$ cat src/rtl/if_fetch.sv
// Instruction fetch: assembles 32-bit instructions from a byte-wide memory port.
// Define ICACHE_EN to add a 128-entry direct-mapped instruction cache.
module if_fetch (
    input  logic        clk,
    input  logic        rst,
    input  logic        stall_i,
    input  logic        jump_or_not,
    input  logic [31:0] jump_addr,
    output logic        mem_req,
    output logic [31:0] mem_addr,
    input  logic        mem_gnt,
    input  logic [7:0]  mem_din,
    output logic [31:0] pc_o,
    output logic [31:0] inst_o,
    output logic        inst_valid
);
    typedef enum logic [1:0] {IDLE, FETCH, HOLD} state_t;

    state_t      r_state;
    state_t      w_next;
    logic [31:0] r_pc;
    logic [2:0]  r_issue;
    logic [1:0]  r_recv;
    logic        r_gnt;
    logic [23:0] r_buf;
    logic        w_fresh;
    logic        w_hit;
    logic [31:0] w_cdata;

    assign w_fresh = (r_state == FETCH) && (r_issue == 3'd0)
                     && (r_recv == 2'd0) && !r_gnt;

`ifdef ICACHE_EN
    logic [127:0] r_cvalid;
    logic [8:0]   r_ctag  [128];
    logic [31:0]  r_cdata [128];
    logic [6:0]   w_idx;
    logic [8:0]   w_tag;
    logic         w_fill;

    assign w_idx   = r_pc[8:2];
    assign w_tag   = r_pc[17:9];
    assign w_hit   = w_fresh && r_cvalid[w_idx] && (r_ctag[w_idx] == w_tag);
    assign w_cdata = r_cdata[w_idx];
    // Only a fill that completes without a redirect may update the entry.
    assign w_fill  = (r_state == FETCH) && !jump_or_not
                     && r_gnt && (r_recv == 2'd3);

    always_ff @(posedge clk or posedge rst) begin
        if (rst) r_cvalid <= '0;
        else if (w_fill) r_cvalid[w_idx] <= 1'b1;
    end

    always_ff @(posedge clk) begin
        if (w_fill) begin
            r_ctag[w_idx]  <= w_tag;
            r_cdata[w_idx] <= {mem_din, r_buf};
        end
    end
`else
    assign w_hit   = 1'b0;
    assign w_cdata = 32'd0;
`endif

    always_comb begin
        w_next   = r_state;
        mem_req  = 1'b0;
        mem_addr = 32'd0;
        unique case (r_state)
            IDLE: w_next = FETCH;
            FETCH: begin
                if (w_hit) begin
                    w_next = HOLD;
                end else begin
                    if (r_issue < 3'd4) begin
                        mem_req  = 1'b1;
                        mem_addr = r_pc + {29'd0, r_issue};
                    end
                    if (r_gnt && (r_recv == 2'd3)) w_next = HOLD;
                end
            end
            HOLD: if (!stall_i) w_next = FETCH;
            default: w_next = IDLE;
        endcase
        if (jump_or_not) w_next = FETCH;
    end

    always_ff @(posedge clk or posedge rst) begin
        if (rst) begin
            r_state    <= IDLE;
            r_pc       <= 32'd0;
            r_issue    <= 3'd0;
            r_recv     <= 2'd0;
            r_gnt      <= 1'b0;
            r_buf      <= 24'd0;
            pc_o       <= 32'd0;
            inst_o     <= 32'd0;
            inst_valid <= 1'b0;
        end else begin
            r_state <= w_next;
            if (jump_or_not) begin
                // Dropping r_gnt discards any byte still in flight.
                r_pc       <= jump_addr;
                r_issue    <= 3'd0;
                r_recv     <= 2'd0;
                r_gnt      <= 1'b0;
                inst_valid <= 1'b0;
            end else begin
                unique case (r_state)
                    IDLE: begin
                        r_issue <= 3'd0;
                        r_recv  <= 2'd0;
                        r_gnt   <= 1'b0;
                    end
                    FETCH: begin
                        if (w_hit) begin
                            inst_o     <= w_cdata;
                            pc_o       <= r_pc;
                            inst_valid <= 1'b1;
                        end else begin
                            r_gnt <= mem_req & mem_gnt;
                            if (mem_req && mem_gnt) r_issue <= r_issue + 3'd1;
                            if (r_gnt) begin
                                if (r_recv == 2'd3) begin
                                    inst_o     <= {mem_din, r_buf};
                                    pc_o       <= r_pc;
                                    inst_valid <= 1'b1;
                                    r_recv     <= 2'd0;
                                end else begin
                                    r_buf[{r_recv, 3'b000} +: 8] <= mem_din;
                                    r_recv <= r_recv + 2'd1;
                                end
                            end
                        end
                    end
                    HOLD: begin
                        if (!stall_i) begin
                            r_pc       <= r_pc + 32'd4;
                            r_issue    <= 3'd0;
                            r_recv     <= 2'd0;
                            r_gnt      <= 1'b0;
                            inst_valid <= 1'b0;
                        end
                    end
                    default: ;
                endcase
            end
        end
    end
endmodule

$ cat config.mk
export PLATFORM = sky130hd
export DESIGN_NAME = if_fetch
export DESIGN_NICKNAME = d
export VERILOG_FILES = /design/src/rtl/if_fetch.sv
export SDC_FILE = /design/constraint.sdc
export NUM_CORES = 1
export LEC_CHECK = 0
export ABC_AREA = 1
export CORE_ASPECT_RATIO = 0.8
export CORE_MARGIN = 10
export CORE_UTILIZATION = 35
export CTS_BUF_LIST = sky130_fd_sc_hd__clkbuf_4
export CTS_CLUSTER_SIZE = 24
export DETAILED_ROUTE_END_ITERATION = 8
export SLEW_MARGIN = 30
export SYNTH_ARGS = -nofsm -noshare
export SYNTH_HDL_FRONTEND = slang
export SYNTH_SLANG_ARGS = --single-unit
$ cat constraint.sdc
create_clock -name clk -period 9.3 [get_ports clk]
set_input_delay 1.395 -clock clk [delete_from_list [all_inputs] [get_ports clk]]
set_output_delay 1.395 -clock clk [all_outputs]
set_load 0.02 [all_outputs]
## After elaboration in Yosys (flattened, before gate mapping)

Cells that the tools add are included.

- $add $sub $neg: 5
- Magnitude comparators: 1
- Equal/unequal tests: 9
- Shift-type cells: 2
- Multiplexer cells: 28
- Bitwise operators: 3
- Reductions and logical operators: 14

Operators by type and width:

| operator | number |
|---|---|
| $mux 32 | 5 |
| $add 32x3->32 | 1 |
| $add 32x3->32 const B | 1 |
| $bwmux 24 | 1 |
| $shift 8x7->24 const A | 1 |
| $shiftx 8x7->24 | 1 |
| $mux 2 | 7 |
| $pmux 2 s3 | 2 |
| $reduce_and 4->1 | 3 |
| $mux 3 | 3 |
| $ne 3x2->1 const B | 3 |
| $pmux 3 s3 | 1 |
| $mux 1 | 7 |
| $neg 5->7 | 1 |
| $ne 3x3->1 const B | 2 |
| $reduce_and 2->1 | 3 |
| $reduce_and 3->1 | 2 |
| $eq 2x2->1 const B | 2 |
| $reduce_bool 4->1 | 1 |
| $add 3x1->3 const B | 1 |
| $lt 3x3->1 const B | 1 |
| $pmux 1 s3 | 1 |
| $reduce_bool 3->1 | 1 |
| $add 2x1->2 const B | 1 |
| 8 further kinds | 10 |

- Register bits after elaboration: 129
- Input bits: 45
- Word-level logic and storage cells: 71

## Longest topological paths before layout

Gate-level depths: netlist of run 1.

- Word-level depth: 7
- Depth in mapped cells: 12
- Depth with buffers taken out: 12

## Worst setup path after synthesis of run 1

OpenSTA, ideal clock, no wires.

- Kind: flip-flop to output port
- From: register r_issue[0]
- To: output port mem_addr[18]
- Arrival time: 1.861 ns
- Path slack: 6.044 ns
- Cell stages (with the launch flop): 13
- Path buffers: 0
- Cell sequence: dfrtp_1 ha_1 inv_1 fa_1 inv_1 nand2_1 nand2_1 nand3b_1 nor2_4 nand2_1 nand2_1 inv_1 nor2_1

- Word-level cells in the longest chain between the ends: 3

Ends and longest elaborated chain:

| what | line | source |
|---|---|---|
| start, declared | 22 | `logic [2:0] r_issue;` |
| start signal, assigned | 122 | `if (mem_req && mem_gnt) r_issue <= r_issue + 3'd1;` |
| $add 32x3->32 / $lt 3x3->1 (equally long branches) | 77, 75 |  |
| $mux 32 (*) | 75 | `if (r_issue < 3'd4) begin` |
| $mux 32 (*) | 69 | `unique case (r_state)` |
| end, declared | 10 | `output logic [31:0] mem_addr,` |

Mark *: on every way between the ends. The rest lies on a longest branch, timed or not.

## Final worst setup path of run 1

- From: register r_state[1]
- To: output port mem_addr[10]

- Word-level cells in the longest chain between the ends: 2

Ends and longest elaborated chain:

| what | line | source |
|---|---|---|
| start, declared | 19 | `state_t r_state;` |
| start signal, assigned | 100 | `r_state <= w_next;` |
| $eq 2x1->1 | 69 |  |
| $mux 32 | 69 |  |

No other way between the ends.

==> results of run 1 <==
[worst max-delay path: stages, from the launching register on]
cell and delay (ns):
dfrtp_1 0.42, inv_1 0.11, ha_1 0.27, inv_1 0.09
nor2_2 0.39, buf_4 0.37, nand2_1 0.09, a21oi_1 0.25
clkdlybuf4s50_1 0.68
[power breakdown]
group	switching [mW]	internal, mW	total (mW)
Clock	0.275	0.152	0.427
Sequential	0.0791	0.673	0.752
Combinational	0.448	0.279	0.728
Total	0.802	1.10	1.91
[area by class of cell]
class	instances	share of cell area, %
diodes	2	0.0552
clock buffers	17	1.41
clock inverters	15	2.07
inverters	114	4.80
multi-input cells	667	36.3
flip-flops and latches	129	35.6
well taps	264	3.64
repair buffers	147	16.1
[per-stage QoR]
step	power, mW	util, %	hold WS, ns	std cells	instance area (µm²)
CTS	1.92	45.5	0.506	1353	9060
global placement	1.48	43.9	0.467	1321	8750
detailed placement	1.50	43.9	0.472	1321	8750
global route	2.03	45.6	0.516	1355	9070
floorplan	1.17	-	0.492	943	7130
finish	1.91	45.6	0.501	1355	9070
[metal layers]
| metal | vias to the layer above | global-route usage (%) |
|---|---|---|
| met1 | 2992 | 23.0 |
| met5 | - | 0 |
| met3 | 17 | 4.12 |
| li1 | 3299 | - |
| met4 | 0 | 5.16 |
| met2 | 161 | 24.0 |
[final timing paths]
| kind | end | slack, ns | depth (start not counted) | startpoint |
|---|---|---|---|---|
| worst min-delay path | inst_o[6] | 0.50 | 2 | inst_o[6] |
| worst max register to register | inst_o[29] | 6.87 | 6 | r_recv[0] |
| worst max-delay path | mem_addr[10] | 4.66 | 8 | r_state[1] |
| max in group asynchronous | pc_o[29] | 6.86 | 3 | rst |
| min in group asynchronous | inst_o[14] | 1.29 | 2 | rst |
| worst min register to register | inst_o[6] | 0.50 | 2 | inst_o[6] |
[flip-flops by register name (all words and copies together) (netlist names)]
signal / count
inst_o: 32
pc_o: 32
r_pc: 32
r_buf: 24
r_issue: 3
r_recv: 2
r_state: 2
inst_valid: 1
r_gnt: 1
[Yosys cell counts, drive strengths merged]
cell / number / share of area (%)
a22o: 2 / 0.25
nand3: 65 / 4.6
fa: 1 / 0.28
a31oi: 4 / 0.35
o211ai: 2 / 0.21
dfrtp: 129 / 45
o21a: 2 / 0.21
o22ai: 2 / 0.18
nor4: 1 / 0.088
a22oi: 2 / 0.21
nand4: 9 / 0.79
nor2: 120 / 8.4
inv: 114 / 6.1
nand2: 254 / 14
nor3: 7 / 0.56
o21ai: 133 / 9.3
mux2: 3 / 0.47
a21oi: 45 / 3.3
nand3b: 1 / 0.11
buf: 17 / 1.6
clkbuf: 16 / 0.86
ha: 14 / 2.5
[placed cells by master, fill, tap and decap left out, drive strengths merged]
cell type and instances:
a21oi 45, a22o 2, a22oi 2, a31oi 4, buf 5, bufinv 1, clkbuf 17, clkdlybuf4s50 142
clkinv 5, dfrtp 129, diode 2, fa 1, ha 14, inv 123, mux2 3, nand2 254
nand3 65, nand3b 1, nand4 9, nor2 120, nor3 7, nor4 1, o211ai 2, o21a 2
o21ai 133, o22ai 2
[cells by family after synthesis]
group | Yosys count
flops | 129
buf+inv | 147
fa+ha+maj | 15
simple gates | 457
mux | 3
compound gates | 192
==> impl_metrics.csv, run 1 <==
group,metric,value,unit
critical_path,end_kind,"output pin",
floorplan,die_w,180,µm
cts,cts-resized-gates,0,
floorplan,dieArea,26500,µm²
route,vias_per_cell,4.77,
placed_design,hpwl,16500,µm
final_layout,area_delta_synth_final,27.3,%
timing,rsz0062_at_grt,"no",
final_layout,multiInputGateArea,3300,µm²
floorplan,coreArea,19900,µm²
pwr,pwr_density_cell,210,nW/µm²
timing,finalSetupViolCount,0,
synthesis,synthMuxAreaShare,0.474,%
synthesis,ys_seq_elements,129,
route,first_pass_iters,5,
synthesis,syn-num-nets,1003,
timing,clock_skew,0.0306,ns
grt,first_global_vias,6117,
pwr,p_leak,4.17,nW
synthesis,synth-simple-area-share,28.9,%
floorplan,ios,143,
timing,maxSlewViolCount,0,
critical_path,worstSetupPathType,"register to output pin",
grt,track_usage,16.4,%
cts,tritoncts,"done",
timing,setup_tns,0,ns
route,wl_met1,11100,µm
cts,cts.clk_slew.worst_paths,0.13,ns
floorplan,rows,46,
status,outcome,"completed",
floorplan,start_util,35.8,%
synthesis,synth_fa_ha_area_share,2.74,%
worst_hold_path,min_path_type,"register to register",
cts,clockBufferDepth,2,
synthesis,synth_xor_area_share,0,%
synthesis,syn_area,7130,µm²
synthesis,postSynthAreaPerCell,7.56,µm²
timing,finalCriticalPeriod,4.64,ns
synthesis,synth_top_family_by_area,"simple AND/OR/NAND/NOR gates",
route,route.detailed.drc,0,
floorplan,die_y,148,µm
critical_path,crit_arrival,3.25,ns
synthesis,ys_types,34,
placed_design,numPortBuffers,142,
synthesis,synthCells,943,
grt,grt_max_degree,98,
timing,fin_crit_sh,49.9,%
final_layout,drive_gt1_share,9.09,%
timing,slew_headroom,44.2,%
placed_design,dp_slack,5.06,ns
timing,fin_ws,4.66,ns
cts,cts_root_buffer,"clkbuf_4",
route,drt-initial-drc-count,483,
cts,cts_hold_buf,0,
final_layout,nets,1136,
route,top_layer_used,"met4",
timing,tightest_slew,0.837,ns
job,cap_violations,0,
critical_path,start_kind,"register",
route,num_vias,6469,
route,drtAntennaViolNets,0,
timing,finalHoldViolCount,0,
critical_path,crit_fanout,20,
cts,cts_sinks,129,
route,route.met3.wl,1330,µm
cts,cts_max_level,4,
cts,postCtsSetupBuffers,0,
grt,grt_antenna_before_repair,2,
synthesis,ys_seq_area_share,45.3,%
pwr,worst_ir_drop_vdd,0.104,mV
grt,overflow,0,
cts,numCtsBuffers,17,
synthesis,yosys_warnings,0,
synthesis,synth_compound_area_share,14.0,%
final_layout,seq_area,3230,µm²
cts,clkLatencyLatePin,0.59,ns
route,finalWirelength,22000,µm
placed_design,place_congestion,0.858,
route,routedWlPerCell,16.2,µm
timing,fmax,0.215,GHz
final_layout,fill_cells,2031,
grt,grt_first_pass_wirelength,34700,µm
route,wl_met2,9280,µm
critical_path,cp.required,7.91,ns
No activity file was read; power rests on OpenSTA's default activity.
==> run 2: changes to the inputs <==
==> constraint.sdc (replaced) <==
create_clock -name clk -period 4.8 [get_ports clk]
set_input_delay 0.72 -clock clk [delete_from_list [all_inputs] [get_ports clk]]
set_output_delay 0.72 -clock clk [all_outputs]
set_load 0.02 [all_outputs]
==> run 2 against run 1 <==
Critical endpoint is now mem_addr[6]. Register-to-register slack worse by 4.4 ns. Largest cell class unchanged. Clock skew decreased by 0.0080 ns. Combinational power grew 94%.
==> impl_metrics.csv, run 2 (synthesized netlist as in run 1, its figures left out) <==
group,metric,value,unit
status,outcome,"completed",
placed_design,numPortBuffers,142,
worst_hold_path,hp-start,"pc_o[1]",
floorplan,rows,46,
timing,tightest_slew,0.927,ns
critical_path,max_stage_delay,0.67,ns
critical_path,crit_fanout,17,
timing,clock_skew,0.0226,ns
worst_hold_path,min_path_type,"register to register",
floorplan,die_y,148,µm
final_layout,most-common-layout-cells,"nand2_1 (236), clkdlybuf4s50_1 (142), o21ai_0 (130)",
worst_hold_path,hold_path_end,"pc_o[1]",
worst_hold_path,min_path_cells,2,
cts,cts_hold_buf,0,
placed_design,dp.cells,1323,
final_layout,stdcell_count,1356,
critical_path,worstSetupPathType,"register to output pin",
final_layout,drive_gt1_share,9.17,%
cts,clkLatencyLatePin,0.58,ns
timing,fin_crit_sh,85.1,%
critical_path,crit_arrival,3.37,ns
route,num_vias,6617,
critical_path,cp.required,4.08,ns
route,finalWirelength,22400,µm
cts,numCtsBuffers,17,
route,vias_per_cell,4.88,
cts,postCtsSetupBuffers,0,
cts,cts_root_buffer,"clkbuf_4",
pwr,pwr_density_cell,399,nW/µm²
cts,cts-resized-gates,0,
final_layout,layout_commonest_cell,"nand2_1",
critical_path,crit_chain,"inv_1, ha_1, inv_1, nor2_2, buf_4, o21ai_0, a21oi_1, clkdlybuf4s50_1",
timing,setup_tns,0,ns
floorplan,ios,143,
timing,slew_headroom,38.1,%
cts,cts_max_level,4,
route,route.detailed.drc,0,
job,cap_violations,0,
timing,finalSetupViolCount,0,
pwr,worst_ir_drop_vdd,0.163,mV
critical_path,start_kind,"register",
final_layout,top_regs,"inst_o: 32 flops, pc_o: 32 flops, r_pc: 32 flops",
floorplan,die_w,180,µm
route,drtAntennaViolNets,0,
critical_path,r2r_end,"r_pc[10]",
grt,grt_first_pass_wirelength,35600,µm
timing,finalHoldViolCount,0,
timing,rsz0062_at_grt,"no",
timing,maxSlewViolCount,0,
critical_path,worst-r2r-cell-count,7,
grt,track_usage,16.7,%
floorplan,start_util,35.8,%
placed_design,hpwl,16700,µm
placed_design,place_congestion,0.895,
critical_path,cpMostUsedCell,"inv_1",
floorplan,dieArea,26500,µm²
grt,first_global_vias,6240,
pwr,p_leak,4.15,nW
critical_path,rr_startpoint,"r_state[0]",
timing,finalCriticalPeriod,4.09,ns
final_layout,area_delta_synth_final,26.8,%
critical_path,end_kind,"output pin",
route,routedWlPerCell,16.5,µm
critical_path,cp_slowest_cell,"clkdlybuf4s50_1",
grt,grt_max_degree,85,
grt,overflow,0,
cts,cts_sinks,129,
route,drt-initial-drc-count,572,
cts,clockBufferDepth,2,
route,first_pass_iters,5,
floorplan,coreArea,19900,µm²
timing,fmax,0.245,GHz
critical_path,r2r_setup_slack,2.47,ns
cts,cts.clk_slew.worst_paths,0.13,ns
final_layout,nets,1138,
grt,grt_antenna_before_repair,1,
cts,tritoncts,"done",
-- run 2: critical path, delay by kind of cell, from the launching register on --
family | cells | cell delay, ns
AOI/OAI and AO/OA | 2 | 0.36
adders and majority gates | 1 | 0.25
buffers and inverters | 4 | 1.19
DFF | 1 | 0.43
and+or+nand+nor | 1 | 0.56
-- run 2: worst max-delay path by stage --
stage | from | to | depth (start not counted)
after floorplan | rst | inst_o[0] | 1
after global placement | r_state[1] | mem_addr[6] | 8
after detailed placement | r_state[1] | mem_addr[6] | 8
after CTS | r_state[1] | mem_addr[6] | 8
after global routing | r_state[1] | mem_addr[6] | 8
final | r_state[1] | mem_addr[6] | 8
-- run 2: metrics by stage --
step | power, mW | hold slack [ns] | area (µm²) | worst slack [ns] | util (%)
2_1_floorplan | 2.27 | 0.492 | 7130 | 0.639 | -
3_3_place_gp | 2.87 | 0.467 | 8760 | 1.38 | 44.0
3_5_place_dp | 2.89 | 0.472 | 8770 | 1.31 | 44.0
4_1_cts | 3.63 | 0.504 | 9030 | 0.662 | 45.4
5_1_grt | 3.85 | 0.520 | 9030 | 0.436 | 45.4
6_report | 3.60 | 0.497 | 9030 | 0.713 | 45.4
-- run 2: final cells by class --
| cell class | count | area (µm²) |
|---|---|---|
| clock inverters | 15 | 136 |
| well taps | 264 | 330 |
| repair buffers | 149 | 1470 |
| flip-flops and latches | 129 | 3230 |
| diodes | 1 | 2.50 |
| inverters | 114 | 438 |
| fillers | 2061 | 10900 |
| clock buffers | 17 | 128 |
| multi-input cells | 667 | 3300 |
-- run 2: where the power goes --
group	total [mW]	internal, mW	switching, mW
registers	1.45	1.30	0.151
clock network	0.737	0.230	0.507
logic	1.41	0.543	0.868
-- run 2: per-layer routing --
metal | vias to the layer above | track usage, % | part of all wire [%]
met5 | - | 0 | 0
met4 | 0 | 4.87 | 1.2
met3 | 18 | 3.73 | 6.6
met2 | 233 | 23.6 | 42
met1 | 3062 | 24.5 | 50
li1 | 3304 | - | -
